File: config.mk
export PLATFORM = sky130hd
export DESIGN_NAME = vga_timing_generator
export DESIGN_NICKNAME = d
export VERILOG_FILES = /design/src/rtl/vga_timing_generator.sv
export SDC_FILE = /design/constraint.sdc
export NUM_CORES = 1
export LEC_CHECK = 0
export ABC_AREA = 1
export CORE_MARGIN = 1
export CORE_UTILIZATION = 45
export CTS_BUF_LIST = sky130_fd_sc_hd__clkbuf_2 sky130_fd_sc_hd__clkbuf_4 sky130_fd_sc_hd__clkbuf_8
export DETAILED_ROUTE_END_ITERATION = 10
export PLACE_DENSITY = 0.69
export SYNTH_ARGS = -nofsm -noshare
export SYNTH_HDL_FRONTEND = slang
export SYNTH_SLANG_ARGS = --single-unit
export TNS_END_PERCENT = 100
File: constraint.sdc
create_clock -name vga_clock -period 2.1 [get_ports vga_clock]
set_clock_uncertainty 0.1 [all_clocks]
set_input_delay 0.315 -clock vga_clock [delete_from_list [all_inputs] [get_ports vga_clock]]
set_output_delay 0.315 -clock vga_clock [all_outputs]
set_load 0.02 [all_outputs]
File: src/rtl/vga_timing_generator.sv
// rtl/vga_timing_generator.sv - parametrised VGA raster engine with fetch-latency alignment and colour bars
module vga_timing_generator #(
    parameter int H_ACTIVE       = 640,
    parameter int H_FRONT        = 16,
    parameter int H_SYNC         = 96,
    parameter int H_BACK         = 48,
    parameter int V_ACTIVE       = 480,
    parameter int V_FRONT        = 10,
    parameter int V_SYNC         = 2,
    parameter int V_BACK         = 33,
    parameter int HSYNC_ACTIVE   = 0,
    parameter int VSYNC_ACTIVE   = 0,
    parameter int VGA_RED_BITS   = 3,
    parameter int VGA_GREEN_BITS = 3,
    parameter int VGA_BLUE_BITS  = 2,
    parameter int X_BITS         = 10,
    parameter int Y_BITS         = 10,
    parameter int FETCH_LATENCY  = 2
) (
    input  logic                      vga_clock,
    input  logic                      reset_n,
    input  logic                      enable,
    input  logic                      test_pattern,
    input  logic [VGA_RED_BITS-1:0]   pixel_red,
    input  logic [VGA_GREEN_BITS-1:0] pixel_green,
    input  logic [VGA_BLUE_BITS-1:0]  pixel_blue,
    output logic                      pixel_request,
    output logic [X_BITS-1:0]         pixel_x,
    output logic [Y_BITS-1:0]         pixel_y,
    output logic                      frame_start,
    output logic                      line_start,
    output logic                      vga_hsync,
    output logic                      vga_vsync,
    output logic [VGA_RED_BITS-1:0]   vga_red,
    output logic [VGA_GREEN_BITS-1:0] vga_green,
    output logic [VGA_BLUE_BITS-1:0]  vga_blue,
    output logic                      in_vblank
);

    localparam int H_TOTAL = H_ACTIVE + H_FRONT + H_SYNC + H_BACK;
    localparam int V_TOTAL = V_ACTIVE + V_FRONT + V_SYNC + V_BACK;

    localparam logic [X_BITS-1:0] H_LAST     = X_BITS'(H_TOTAL - 1);
    localparam logic [X_BITS-1:0] H_ACT      = X_BITS'(H_ACTIVE);
    localparam logic [X_BITS-1:0] HS_FIRST   = X_BITS'(H_ACTIVE + H_FRONT);
    localparam logic [X_BITS-1:0] HS_LAST    = X_BITS'(H_ACTIVE + H_FRONT + H_SYNC - 1);
    localparam logic [X_BITS-1:0] BAR_W_LAST = X_BITS'(H_ACTIVE / 8 - 1);
    localparam logic [Y_BITS-1:0] V_LAST     = Y_BITS'(V_TOTAL - 1);
    localparam logic [Y_BITS-1:0] V_ACT      = Y_BITS'(V_ACTIVE);
    localparam logic [Y_BITS-1:0] VS_FIRST   = Y_BITS'(V_ACTIVE + V_FRONT);
    localparam logic [Y_BITS-1:0] VS_LAST    = Y_BITS'(V_ACTIVE + V_FRONT + V_SYNC - 1);

    localparam logic HS_ON = (HSYNC_ACTIVE != 0);
    localparam logic VS_ON = (VSYNC_ACTIVE != 0);

    typedef struct packed {
        logic       vis;
        logic       hs;
        logic       vs;
        logic       vb;
        logic       tp;
        logic [2:0] bar;
    } stage_t;

    logic [X_BITS-1:0] h_q, h_d;
    logic [Y_BITS-1:0] v_q, v_d;
    logic [X_BITS-1:0] bar_pos_q, bar_pos_d;
    logic [2:0]        bar_idx_q, bar_idx_d;
    logic              tp_q;
    logic              h_wrap, v_wrap, run;
    stage_t            raw;
    stage_t            pipe_q [FETCH_LATENCY];
    stage_t            last;

    logic                      hsync_q, vsync_q, vblank_q;
    logic [VGA_RED_BITS-1:0]   red_q;
    logic [VGA_GREEN_BITS-1:0] green_q;
    logic [VGA_BLUE_BITS-1:0]  blue_q;

    always_comb begin
        h_wrap = (h_q == H_LAST);
        v_wrap = (v_q == V_LAST);
        h_d    = h_q;
        v_d    = v_q;
        if (!enable) begin
            h_d = '0;
            v_d = '0;
        end else begin
            h_d = h_wrap ? '0 : h_q + 1'b1;
            if (h_wrap) begin
                v_d = v_wrap ? '0 : v_q + 1'b1;
            end
        end
    end

    // Bar index tracks h with a pixel-in-bar counter; the last bar absorbs any remainder.
    always_comb begin
        bar_pos_d = bar_pos_q;
        bar_idx_d = bar_idx_q;
        if (h_d == '0) begin
            bar_pos_d = '0;
            bar_idx_d = '0;
        end else if (bar_idx_q != 3'd7) begin
            if (bar_pos_q == BAR_W_LAST) begin
                bar_pos_d = '0;
                bar_idx_d = bar_idx_q + 3'd1;
            end else begin
                bar_pos_d = bar_pos_q + 1'b1;
            end
        end
    end

    // Stage-0 strobes are gated by reset_n so they drop the moment reset asserts.
    always_comb begin
        run     = reset_n & enable;
        raw.vis = run && (h_q < H_ACT) && (v_q < V_ACT);
        raw.hs  = run && (h_q >= HS_FIRST) && (h_q <= HS_LAST);
        raw.vs  = run && (v_q >= VS_FIRST) && (v_q <= VS_LAST);
        raw.vb  = run && (v_q >= V_ACT);
        raw.tp  = tp_q;
        raw.bar = bar_idx_q;
    end

    assign pixel_x       = h_q;
    assign pixel_y       = v_q;
    assign pixel_request = raw.vis;
    assign frame_start   = run && (h_q == '0) && (v_q == '0);
    assign line_start    = run && (h_q == '0);

    always_ff @(posedge vga_clock or negedge reset_n) begin
        if (!reset_n) begin
            h_q       <= '0;
            v_q       <= '0;
            bar_pos_q <= '0;
            bar_idx_q <= '0;
            tp_q      <= 1'b0;
        end else begin
            h_q       <= h_d;
            v_q       <= v_d;
            bar_pos_q <= bar_pos_d;
            bar_idx_q <= bar_idx_d;
            tp_q      <= test_pattern;
        end
    end

    always_ff @(posedge vga_clock or negedge reset_n) begin
        if (!reset_n) begin
            for (int i = 0; i < FETCH_LATENCY; i++) begin
                pipe_q[i] <= '0;
            end
        end else begin
            pipe_q[0] <= raw;
            for (int i = 1; i < FETCH_LATENCY; i++) begin
                pipe_q[i] <= pipe_q[i-1];
            end
        end
    end

    assign last = pipe_q[FETCH_LATENCY-1];

    // Final register: pixel_* arrives in the same clock the request leaves the delay line.
    always_ff @(posedge vga_clock or negedge reset_n) begin
        if (!reset_n) begin
            hsync_q  <= ~HS_ON;
            vsync_q  <= ~VS_ON;
            vblank_q <= 1'b0;
            red_q    <= '0;
            green_q  <= '0;
            blue_q   <= '0;
        end else begin
            hsync_q  <= last.hs ? HS_ON : ~HS_ON;
            vsync_q  <= last.vs ? VS_ON : ~VS_ON;
            vblank_q <= last.vb;
            if (!last.vis) begin
                red_q   <= '0;
                green_q <= '0;
                blue_q  <= '0;
            end else if (last.tp) begin
                red_q   <= {VGA_RED_BITS{last.bar[2]}};
                green_q <= {VGA_GREEN_BITS{last.bar[1]}};
                blue_q  <= {VGA_BLUE_BITS{last.bar[0]}};
            end else begin
                red_q   <= pixel_red;
                green_q <= pixel_green;
                blue_q  <= pixel_blue;
            end
        end
    end

    assign vga_hsync = hsync_q;
    assign vga_vsync = vsync_q;
    assign in_vblank = vblank_q;
    assign vga_red   = red_q;
    assign vga_green = green_q;
    assign vga_blue  = blue_q;

endmodule

# Yosys cells after proc, flatten, opt, wreduce, memory -nomap -nowiden
# Index checks and enable logic that the tools add are counted.
dict set report totals {
  ff_bits 61
  inputBits 12
  out_inout_bits 34
  wordCells 74
}
dict set report classes {
  add_sub_neg 4
  order_cmp 7
  eq_ne 5
  mux 19
  n_bitwise 1
  n_reduce_logical 15
}
# cell count
set op_table {}
lappend op_table {{10-bit two-way mux} 8}
lappend op_table {{10-bit by 1-bit adder with 10-bit output, second input constant} 3}
lappend op_table {{10-bit logical NOT} 3}
lappend op_table {{3-bit two-way mux} 7}
lappend op_table {{10-bit equality test, second input constant} 2}
lappend op_table {{10-bit by 9-bit >= comparator with 1-bit output, second input constant} 2}
lappend op_table {{10-bit by 7-bit equality test with 1-bit output, second input constant} 1}
lappend op_table {{10-bit >= comparator, second input constant} 1}
lappend op_table {{10-bit <= comparator, second input constant} 1}
lappend op_table {{10-bit by 9-bit <= comparator with 1-bit output, second input constant} 1}
lappend op_table {{10-bit less-than comparator, second input constant} 1}
lappend op_table {{10-bit by 9-bit less-than comparator with 1-bit output, second input constant} 1}
lappend op_table {{1-bit logical AND} 9}
lappend op_table {{2-bit two-way mux} 2}
lappend op_table {{2-bit nonzero test} 2}
lappend op_table {{3-bit by 1-bit adder with 3-bit output, second input constant} 1}
lappend op_table {{3-bit != test, second input constant} 1}
lappend op_table {{1-bit two-way mux} 2}
lappend op_table {{2-bit by 1-bit != test with 1-bit output, second input constant} 1}
lappend op_table {{2-bit AND reduction} 1}
lappend op_table {{1-bit AND} 1}

# Logic depth before layout (Yosys ltp)
dict set report depth {
  ltp_word 6
  depth_mapped 12
  depth_no_buf 11
}

# Worst setup path before layout
# No wires, ideal clock.
dict set report synth_path {
  path_type {reg2reg}
  from {reg h_q[1], in the netlist pixel_x[1]}
  to {reg bar_idx_q[0]}
  setup_time_ps 124
  arrival_time_ps 1798
  required_time_ps 1876
  path_slack_ps 78
  stages_incl_launch_ff 13
  n_path_buf 2
  synth_period_minus_slack_ps 2022
  path_cell_list {dfrtp_1 > ha_1 > nand3_4 > nor2_4 > a21oi_2 > buf_6 > nand2_2 > nand3_2 > nor2_4 > nand2_4 > buf_6 > nand4_1 > nand2_1}
}
dict set report synth_between {
  elab_chain_cells 6
  elab_cells_between_ends 9
  cone_classes {add/sub: 1; eq/ne: 1; mux: 3; reduce/logical: 4}
}
# element line_no
set synth_lines {}
lappend synth_lines {{from (decl)} 65} ;# logic [X_BITS-1:0] h_q, h_d;
lappend synth_lines {{from (signal assigned)} 132} ;# h_q <= '0;
lappend synth_lines {{from (signal assigned)} 138} ;# h_q <= h_d;
lappend synth_lines {{10-bit by 1-bit adder with 10-bit output or 10-bit equality test (tied branches)} {89, 81}}
lappend synth_lines {{10-bit two-way mux (*)} 89} ;# h_d = h_wrap ? '0 : h_q + 1'b1;
lappend synth_lines {{10-bit two-way mux (*)} 85} ;# if (!enable) begin
lappend synth_lines {{10-bit logical NOT (*)} 100} ;# if (h_d == '0) begin
lappend synth_lines {{2-bit nonzero test (no source line)} --}
lappend synth_lines {{2-bit AND reduction (no source line)} --}
lappend synth_lines {{to (signal assigned)} 141} ;# bar_idx_q <= bar_idx_d;
lappend synth_lines {{to (decl)} 68} ;# logic [2:0] bar_idx_q, bar_idx_d;
# Every way passes the cells marked *; elsewhere a longest branch is shown, timed or not.
# A chain may end at the register's enable or synchronous reset.

# Worst setup path after layout
dict set report layout_path {
  from {in enable}
  to {out pixel_request}
}
dict set report layout_between {
  elab_chain_cells 3
}
# element line_no
set layout_lines {}
lappend layout_lines {{from (decl)} 22} ;# input logic enable,
lappend layout_lines {{1-bit AND} 115} ;# run = reset_n & enable;
lappend layout_lines {{1-bit logical AND (2 in series)} 116} ;# raw.vis = run && (h_q < H_ACT) && (v_q < V_ACT);
lappend layout_lines {{to (decl)} 27} ;# output logic pixel_request,
# Every way passes these cells.

==> flow_metrics.tcl <==
set metrics [dict create \
    status "completed" \
    layout_min_cycle_time_ps 1988 \
    p_total_uw 2526 \
    synth_nets 346 \
    fin_setup_tns_ps 0 \
    worstPathRequired_ps 1680 \
    synth_edf_count 0 \
    setup_slack_ps 112.2 \
    ant_nets 0 \
    synth_top_area_share_pct 51.08 \
    core_area_mm2 0.006061 \
    first_pass_iters 4 \
    clock_sinks 61 \
    nets 434 \
    layout-drive-gt1-share_pct 19.57 \
    grt_first_pass_wirelength_um 10070 \
    async_flop_share_pct 100.0 \
    seq_area_frac_synth_pct 52.90 \
    synthTopCellsByCount "59 x dfrtp_1, 56 x nand2_1, 52 x inv_1, 31 x nor2_1, 22 x nand3_1" \
    hold_path.class "in -> async" \
    portBuffers 45 \
    die_w_um 82.14 \
    clock.fmax_mhz 503.1 \
    maxSlewViolCount 0 \
    r2r_cells 12 \
    power.density_mw_per_mm2 646.3 \
    hpwl_um 4434 \
    design.portCount 46 \
    path_class "in -> out" \
    syn_avg_cell_area_um2 8.866 \
    p_leak_uw 0.001883 \
    yosys_warnings 0 \
    routedWlPerCell_um 12.70 \
    synth_flop_cell "dfrtp_1" \
    slew_headroom_pct 50.84 \
    grt-ovfl-total 0 \
    syn_inst 326 \
    ys_ff_latch 61 \
    cts_buffer_depth 2 \
    area_delta_synth_final_pct 35.24 \
    whs_ps 87.59 \
    dieHeight_um 82.14 \
    diodes 0 \
    rr_startpoint "pixel_x[0]$_DFF_PN0_" \
    post-place-ws_ps -328.2 \
    netlist_top_cells_area "dfrtp_1 51%, nand2_1 7.3%, inv_1 6.8%" \
    tightest_slew_ps 737.4 \
    cp_max_fo 2 \
    worstSkewPairLatency_ps 340 \
    peakVddDrop_mv 0.4405 \
    synth_top_area_cell "dfrtp_1" \
    ys_types 34 \
    timing.rr.end "bar_pos_q[6]$_DFFE_PN0P_" \
    numCtsBuffers 9 \
    maxCapViolations 0 \
    mappedNetlistArea_mm2 0.002890 \
    drt_wl_total_um 6274 \
    gp_congestion 0.9171 \
    final_hold_viol_count 0 \
    arrival_ps 1570 \
    ff2ff_setup_slack_ps 120 \
    grt.total_usage_pct 20.58 \
    grt_pass1_vias 2267 \
    yosysMostFrequentCell "dfrtp_1" \
    cts_root_buffer "clkbuf_8" \
    clk_pin_slew_worst_paths_ps 70 \
    initial_core_util_pct 47.69 \
    period_share_pct 94.66 \
    drc 0 \
    cts_tree "built" \
    finalSetupViolCount 0 \
    post-route-util_pct 64.49 \
    viasPerCell 4.917 \
    vias 2429 \
    worstSetupEndpointType "primary output" \
    h-tree-depth 3 \
    dieArea_mm2 0.006747 \
    antenna_found_initial 0 \
    rows 28 \
    drt-initial-drc-count 148 \
    worst_setup_path_start_kind "input port" \
    grt_max_degree 62 \
]
critical path: stages:
cell and delay [ps]:
clkdlybuf4s50_1 530, nand2_1 90, inv_1 80, nand3_1 90, nor3_2 180, clkdlybuf4s15_2 290
stage by stage:
stage / instances / instance area [um2]
after floorplan: 326 / 2890
after global placement: 473 / 3636
after detailed placement: 473 / 3636
after CTS: 489 / 3837
after global routing: 494 / 3909
final: 494 / 3909
layout by cell type (no fill, tap or decap), types with 3 or more instances in the layout:
master           instances
a21oi_1                 20
buf_4                   36
buf_6                    3
clkbuf_8                 9
clkdlybuf4s50_1         41
dfrtp_1                 59
ha_1                     6
inv_1                   49
nand2_1                 54
nand2_2                  3
nand3_1                 22
nand4_1                  8
nor2_1                  30
nor2_4                   3
nor3_1                  10
o21ai_0                 12
o22ai_1                  3
xor2_1                  10
logic make-up after synthesis:
| family | share of synthesized area (%) |
|---|---|
| AOI/OAI and AO/OA | 8.875 |
| xor gates and xnor gates | 3.333 |
| adders and majority gates | 3.463 |
| buffers and inverters | 8.182 |
| DFF | 52.90 |
| and+or+nand+nor | 23.25 |
power by group:
part / switching [uW] / internal (uW) / leakage, uW
Sequential: 23.2 / 1200 / 0.000829
Combinational: 144 / 119 / 0.000954
Clock: 485 / 551 / 0.0000996
Total: 653 / 1870 / 0.00188
layer usage:
| layer | up-vias | part of all wire, % | wire length (um) | global-route usage [%] |
|---|---|---|---|---|
| met1 | 1112 | 47 | 2943 | 27.35 |
| met2 | 71 | 46 | 2903 | 31.90 |
| met3 | 9 | 5.4 | 341 | 5.165 |
| met5 | - | 0 | 0 | 0 |
| li1 | 1237 | - | - | - |
| met4 | 0 | 1.4 | 86 | 8.947 |
state kept, by name, indices dropped and copies added, names as in the netlist, 2 cells and up:
register	cells
vga_blue	2
vga_green	3
bar_idx_q	3
pixel_x	10
last	8
pipe_q	8
pixel_y	10
bar_pos_q	10
vga_red	3
cell type report:
class,instances,area [um2]
fill,490,2152
sequential,61,1529
multi-input combinational,207,1154
timing repair buffer,83,735.7
inverter,52,198.9
clock buffer,9,123.9
tap,75,93.84
clock inverter,7,73.82
worst max-delay path by stage:
stage / startpoint / slack (ps) / endpoint
2_1_floorplan: pixel_x[1]$_DFF_PN0_ / 80 / bar_idx_q[0]$_DFFE_PN0P_
5_1_grt: pixel_x[0]$_DFF_PN0_ / -20 / bar_idx_q[0]$_DFFE_PN0P_
4_1_cts: pixel_y[6]$_DFFE_PN0P_ / 20 / pixel_request
3_5_place_dp: enable / -330 / pixel_request
3_3_place_gp: enable / -300 / pixel_request
6_report: enable / 110 / pixel_request
timing repair:
action,in CTS,in global routing
setup buffers,0,5
pin swaps,0,9
endpoints found under the setup margin,3,17
gates cloned,0,0
hold buffers,0,0
gates resized for setup,12,16
(Power assumes the default switching activity.)
